### config.mk
export PLATFORM = sky130hd
export DESIGN_NAME = uart_rx
export DESIGN_NICKNAME = d
export VERILOG_FILES = /design/src/rtl/uart_rx.sv
export SDC_FILE = /design/constraint.sdc
export NUM_CORES = 1
export LEC_CHECK = 0
export ABC_AREA = 1
export BUFFER_PORTS_ARGS = -buffer_cell sky130_fd_sc_hd__buf_2
export CAP_MARGIN = 20
export CORE_MARGIN = 2
export CORE_UTILIZATION = 46
export DETAILED_ROUTE_END_ITERATION = 10
export PLACE_DENSITY = 0.71
export SYNTH_ARGS = -nofsm -noshare
export SYNTH_HDL_FRONTEND = slang
export SYNTH_SLANG_ARGS = --single-unit
### constraint.sdc
create_clock -name clk -period 3.9 [get_ports clk]
set_clock_uncertainty 0.05 [all_clocks]
set_input_delay 0.195 -clock clk [delete_from_list [all_inputs] [get_ports clk]]
set_output_delay 0.195 -clock clk [all_outputs]
set_load 0.03 [all_outputs]
### src/rtl/uart_rx.sv
// rtl/uart_rx.sv - 8N1 UART receiver with clock-count bit timer
//
// Ports:
//   clk          system clock, rising edge
//   nRst         asynchronous active-low reset
//   rx_serial    asynchronous serial line, idles high
//   rx_byte      last correctly received byte, held until the next good frame
//   rx_ready     1-cycle pulse, rx_byte updated this cycle
//   framing_err  1-cycle pulse, stop bit sampled low and the byte discarded
//   busy         high whenever the receiver is not idle
module uart_rx #(
    parameter int CLKS_PER_BIT = 1250,
    parameter int CNT_W        = $clog2(CLKS_PER_BIT)
) (
    input  logic       clk,
    input  logic       nRst,
    input  logic       rx_serial,
    output logic [7:0] rx_byte,
    output logic       rx_ready,
    output logic       framing_err,
    output logic       busy
);

    localparam logic [CNT_W-1:0] HALF = CNT_W'((CLKS_PER_BIT - 1) / 2);
    localparam logic [CNT_W-1:0] FULL = CNT_W'(CLKS_PER_BIT - 1);

    typedef enum logic [2:0] {
        S_IDLE  = 3'd0,
        S_START = 3'd1,
        S_DATA  = 3'd2,
        S_STOP  = 3'd3,
        S_BREAK = 3'd4
    } state_t;

    state_t           state;
    logic             sync1;
    logic             rx_s;
    logic [CNT_W-1:0] cnt;
    logic [2:0]       bit_idx;
    logic [7:0]       shift;

    always_ff @(posedge clk or negedge nRst) begin
        if (!nRst) begin
            state       <= S_IDLE;
            sync1       <= 1'b1;
            rx_s        <= 1'b1;
            cnt         <= '0;
            bit_idx     <= 3'd0;
            shift       <= 8'h00;
            rx_byte     <= 8'h00;
            rx_ready    <= 1'b0;
            framing_err <= 1'b0;
            busy        <= 1'b0;
        end else begin
            sync1       <= rx_serial;
            rx_s        <= sync1;
            rx_ready    <= 1'b0;
            framing_err <= 1'b0;

            case (state)
                S_IDLE: begin
                    cnt <= '0;
                    if (!rx_s) begin
                        state <= S_START;
                        busy  <= 1'b1;
                    end
                end

                // Half a bit in: re-check the start bit so a short low glitch
                // is dropped, and align all later samples to mid-bit.
                S_START: begin
                    if (cnt == HALF) begin
                        cnt <= '0;
                        if (!rx_s) begin
                            state   <= S_DATA;
                            bit_idx <= 3'd0;
                        end else begin
                            state <= S_IDLE;
                            busy  <= 1'b0;
                        end
                    end else begin
                        cnt <= cnt + 1'b1;
                    end
                end

                S_DATA: begin
                    if (cnt == FULL) begin
                        cnt            <= '0;
                        shift[bit_idx] <= rx_s;
                        if (bit_idx == 3'd7) begin
                            state <= S_STOP;
                        end else begin
                            bit_idx <= bit_idx + 3'd1;
                        end
                    end else begin
                        cnt <= cnt + 1'b1;
                    end
                end

                // Leaving at mid-stop gives half a bit of slack to catch a
                // start bit that follows with no idle gap.
                S_STOP: begin
                    if (cnt == FULL) begin
                        cnt <= '0;
                        if (rx_s) begin
                            rx_byte  <= shift;
                            rx_ready <= 1'b1;
                            state    <= S_IDLE;
                            busy     <= 1'b0;
                        end else begin
                            framing_err <= 1'b1;
                            state       <= S_BREAK;
                        end
                    end else begin
                        cnt <= cnt + 1'b1;
                    end
                end

                // A held-low line must return high before a new frame may start.
                S_BREAK: begin
                    cnt <= '0;
                    if (rx_s) begin
                        state <= S_IDLE;
                        busy  <= 1'b0;
                    end
                end

                default: begin
                    state <= S_IDLE;
                    cnt   <= '0;
                    busy  <= 1'b0;
                end
            endcase
        end
    end

endmodule

# == After elaboration in Yosys (flattened, before gate mapping) ==
# Index checks and enable logic that the tools add are counted.
# word_totals
register_bits,38
in_bits,3
output_inout_bits,11
elab_cells,70
# classes
n_addsub,2
magnitude_cmp,2
eq_ne,15
mux,31
n_bitwise,1
reduce_logical,9
# ops
cell,n
two-way mux 3 bit,11
two-way mux 11 bit,2
one-hot mux 11 bit (2 select lines),1
!= test 2 bit (second input constant),8
one-hot mux 3 bit (5 select lines),1
adder 11 x 1 -> 11 bit (second input constant),1
equality test 11 x 10 -> 1 bit (second input constant),1
equality test 11 bit (second input constant),1
two-way mux 1 bit,11
bitwise mux 8 bit,1
equality test 3 x 2 -> 1 bit (second input constant),2
equality test 3 bit (second input constant),2
one-hot mux 3 bit (2 select lines),1
AND reduction 6 bit,1
one-hot mux 1 bit (5 select lines),1
AND reduction 5 bit,1
less-than comparator 3 x 4 -> 1 bit (second input constant),1
AND reduction 4 bit,1
adder 3 x 1 -> 3 bit (second input constant),1
demux 1 bit (select 3 bit),1
equality test 3 x 1 -> 1 bit (second input constant),1
greater-or-equal comparator 3 x 1 -> 1 bit (second input constant),1
zero test 3 bit,1
AND reduction 3 bit,1
other kinds (6),6

# == Logic depth before layout (Yosys ltp) ==
# depth
word_depth,5
depth_mapped,9
depth_no_buf,9

# == Worst setup path before layout ==
# No wires, ideal clock.
# synth_timing
kind,reg-to-reg
start,reg cnt[1]
end,reg state[1]
setup_ns,0.117
arrival_time_ns,1.284
t_required_ns,3.733
setup_slack_ns,2.450
path_stages_with_launch,10
path_buffers,0
period_less_slack_ns,1.450
path_cell_list,dfrtp_1 > inv_1 > ha_1 > nand2_1 > nor2_2 > nand3_2 > a21oi_2 > nand2_1 > nand2_1 > nand2_1
# synth_between
elab_chain_cells,3
word_cells_on_any_way,6
cone_classes,5 x eq/ne; 1 x reduce/logical
# synth_rtl
element,line,text
start: declaration,38,logic [CNT_W-1:0] cnt;
start signal: assignment,82,cnt <= cnt + 1'b1;
start signal: assignment,96,cnt <= cnt + 1'b1;
start signal: assignment,115,cnt <= cnt + 1'b1;
equality test 11 bit or equality test 11 x 10 -> 1 bit (tied branches),"87, 103, 72",
!= test 2 bit (no line),--,
AND reduction 6 bit (no line) (*),--,
end signal: assignment,91,state <= S_STOP;
end signal: assignment,108,state <= S_IDLE;
end signal: assignment,112,state <= S_BREAK;
end: declaration,35,state_t state;
# Mark *: on every way between the ends. The rest lies on a longest branch, timed or not.
# A chain may end at the register's enable or synchronous reset.

# == Worst setup path in the final report ==
# layout_timing
start,reg rx_s
end,reg rx_byte[4]
# layout_between
elab_chain_cells,1
# layout_rtl
element,line,text
start: declaration,37,logic rx_s;
start signal: assignment,56,rx_s <= sync1;
AND reduction 3 bit (no line),--,
end signal: assignment,106,rx_byte <= shift;
end: declaration,18,"output logic [7:0] rx_byte,"
# Every way passes these cells.

==> key figures <==
Synth
  – Synthesized cell area: slightly below 2000 sq um
  – Synthesized flop and latch total: 38
  – Syn_nets: 260
  – Top-area cell type share of the netlist area: a little under half
  – Post-synthesis cell type count: 27
  – Post-synth top area cell: dfrtp_1
  – Synth top area cells: dfrtp_1, nand2_1, nand3_1, nor2_1, inv_1
  – YS warnings: 0
  – Sequential share of the synthesized area: 48.7%
  – Post-Syn Area per Cell: between 7 and 8 sq um
  – Cells after Synth: around 250

Critical path
  – Crit Path Class: reg2reg
  – CP Data Arrival Time: slightly below 2 ns
  – Critical path capture point type: flop
  – Reg2reg path depth: 6
  – CP startpoint: rx_s
  – Startpoint Class: flop
  – CP Max Fanout: 11
  – CP required: 4.08 ns
  – FF-to-FF Start: rx_s

Power
  – Pwr Density: around 320 nW/um^2
  – Total chip power: about 690 uW
  – Int Power: roughly 540 uW
  – Switching Fraction: 21.7%
  – NetSw: roughly 150 uW
  – Peak VDD IR: approximately 0.18 mV
  – Comb power frac: around 1.7%
  – Flop pwr share: between 50 and 60%
  – P_leak: between 0.001 and 0.0015 uW
  – Clock Power Share: 40.7%

CTS
  – Root Buffer: clkbuf_8
  – Cts repair resizes: 0
  – H-tree levels: 2
  – Worst skew pair latency: 0.29 ns
  – Clock slew at reported path FFs: around 0.070 ns
  – Num CTS Buffers: 5
  – CTS tree: yes
  – CTS Sinks: 38
  – Clk buf depth: 2

Finish
  – Layout Utilization: 53.9%
  – Nets: 280
  – Layout cells sized above 1: a little over an eighth
  – Synth-to-layout area growth: 11.6%
  – Number of fill cells: between 300 and 400
  – Antenna cell count: 0
  – Design area: between 2000 and 2500 sq um

Die
  – Rows: 23
  – Initial Util: about half
  – # IOs: 14
  – Die height: between 60 and 70 microns
  – DIE AREA: approximately 4800 sq um
  – Core Region: 4060 sq um
  – Die width: between 60 and 70 microns

Routing
  – 1st-iter DRT viols: 98
  – Vias post-DR: between 1500 and 2000
  – Routed vias/inst: around 4.9
  – Routed len/inst: between 10 and 15 microns
  – Post-route DRC: 0
  – Pre-antenna DRT Iters: 4
  – ANT nets after route: 0
  – Final WL: 3480 microns

Run
  – Max-Cap Viols: 0

STA
  – Fin crit share: 45.6%
  – Hold_ws: slightly above 0.3 ns
  – Worst Tran Pin Value: approximately 0.8 ns
  – Final Max Tran Viols: 0
  – RSZ-0062 raised after global routing: no
  – # setup viols final: 0
  – Final TNS setup: 0 ns
  – Slew margin rel.: between 40% and 50%
  – Fin crit period: approximately 1.8 ns
  – Final hold vios: 0
  – FMAX: between 500 and 600 MHz

GRT
  – GRT overflow: 0
  – Vias in the first global route: approximately 1500
  – First-pass GRT wire length: about 6200 microns
  – Largest net degree at the start of global routing: 39
  – Initial antenna violation count: 0
  – Global Route Usage Sum: around 16%

Worst hold path
  – Hold path start: sync1
  – Hold path cells: 0
  – Worst Hold Class: reg2reg

Outcome
  – Run status: finished clean

Placed design
  – Placed cell area: a little over 2000 sq um
  – PortBufs: 13
  – Final GP Congestion: 0.825
  – DP Wirelength: between 2000 and 3000 microns
==> power groups by stage <==
stage               combinational (uW)  sequential (uW)  clock [uW]
detailed placement                11.2              405           0
floorplan                         3.54              404           0
CTS                               12.9              397         288
global route                      14.6              398         305
finish                            11.9              398         281
global placement                  11.4              405           0
==> registers in the layout, indices dropped and copies added (netlist names) <==
register,cells
rx_byte,8
sync1,1
framing_err,1
shift,8
rx_ready,1
cnt,11
busy,1
state,3
bit_idx,3
rx_s,1
==> metrics by stage <==
step	instances	setup slack, ns
finish	323	2.12
global route	323	1.99
CTS	323	2.11
detailed placement	313	2.15
global placement	313	2.15
floorplan	252	2.45
==> cells in the mapped netlist (all sizes together) <==
cell type / n
xor2: 3
nand4: 3
nor3: 3
nand3: 27
inv: 26
buf: 2
clkinv: 1
xnor2: 1
nand3b: 1
dfstp: 2
nor3b: 1
nand2: 94
o21ai: 5
nor2: 37
dfrtp: 36
a21oi: 5
ha: 5
==> final cells by class <==
cell class / count / area, sq um / share of cell area [%]
Clock buffer: 6 / 82.6 / 3.78
Clock inverter: 2 / 12.5 / 0.572
Inverter: 27 / 103 / 4.69
Multi-Input combinational cell: 185 / 887 / 40.6
Sequential cell: 38 / 953 / 43.6
Tap cell: 50 / 62.6 / 2.86
Timing Repair Buffer: 15 / 85.1 / 3.89
==> layout by cell type (no fill, tap or decap), drive strengths merged <==
master / n
nand2: 94
nor2: 37
dfrtp: 36
nand3: 27
inv: 26
buf: 13
clkbuf: 6
o21ai: 5
ha: 5
a21oi: 5
xor2: 3
nor3: 3
nand4: 3
clkinv: 2
dlygate4sd3: 2
dfstp: 2
nor3b: 1
nand3b: 1
xnor2: 1
clkinvlp: 1
==> path summary, 6_finish.rpt <==
check / endpoint / slack, ns
setup / recovery: rx_byte[4] / 2.12
min in group asynchronous: shift[6] / 0.48
setup reg to reg: rx_byte[4] / 2.12
max in group asynchronous: rx_ready / 2.82
hold reg to reg: rx_s / 0.31
hold / removal: rx_s / 0.31
==> metal layers <==
layer	wire [microns]	share of wire, %	global-route usage (%)	vias up
met1	1830	52	21.7	710
met3	173	5.0	3.78	10
li1	-	-	-	825
met2	1380	40	23.3	44
met4	97	2.8	9.80	0
met5	0	0	0	-
==> critical path, cell delays in order (launching register included) <==
cell	delay, ns
dfstp_2	0.65
inv_1	0.13
nor3_1	0.26
nand4_2	0.29
clkinv_2	0.21
nand2_1	0.08
nand2_1	0.06
==> cell families after synthesis <==
logic type | after synthesis | share of synthesized area [%]
xor+xnor | 4 | 1.79
simple gates | 166 | 36.8
compound gates | 10 | 3.51
flops | 38 | 48.7
fa+ha+maj | 5 | 3.19
buf+inv | 29 | 6.07
==> timing repair <==
| item | 4_1_cts | 5_1_grt |
|---|---|---|
| hold buffers | 2 | 0 |
| endpoints found under the hold margin | 37 | 0 |
| buffers inserted | 0 | 0 |
Power figures use the tool's default switching activity.
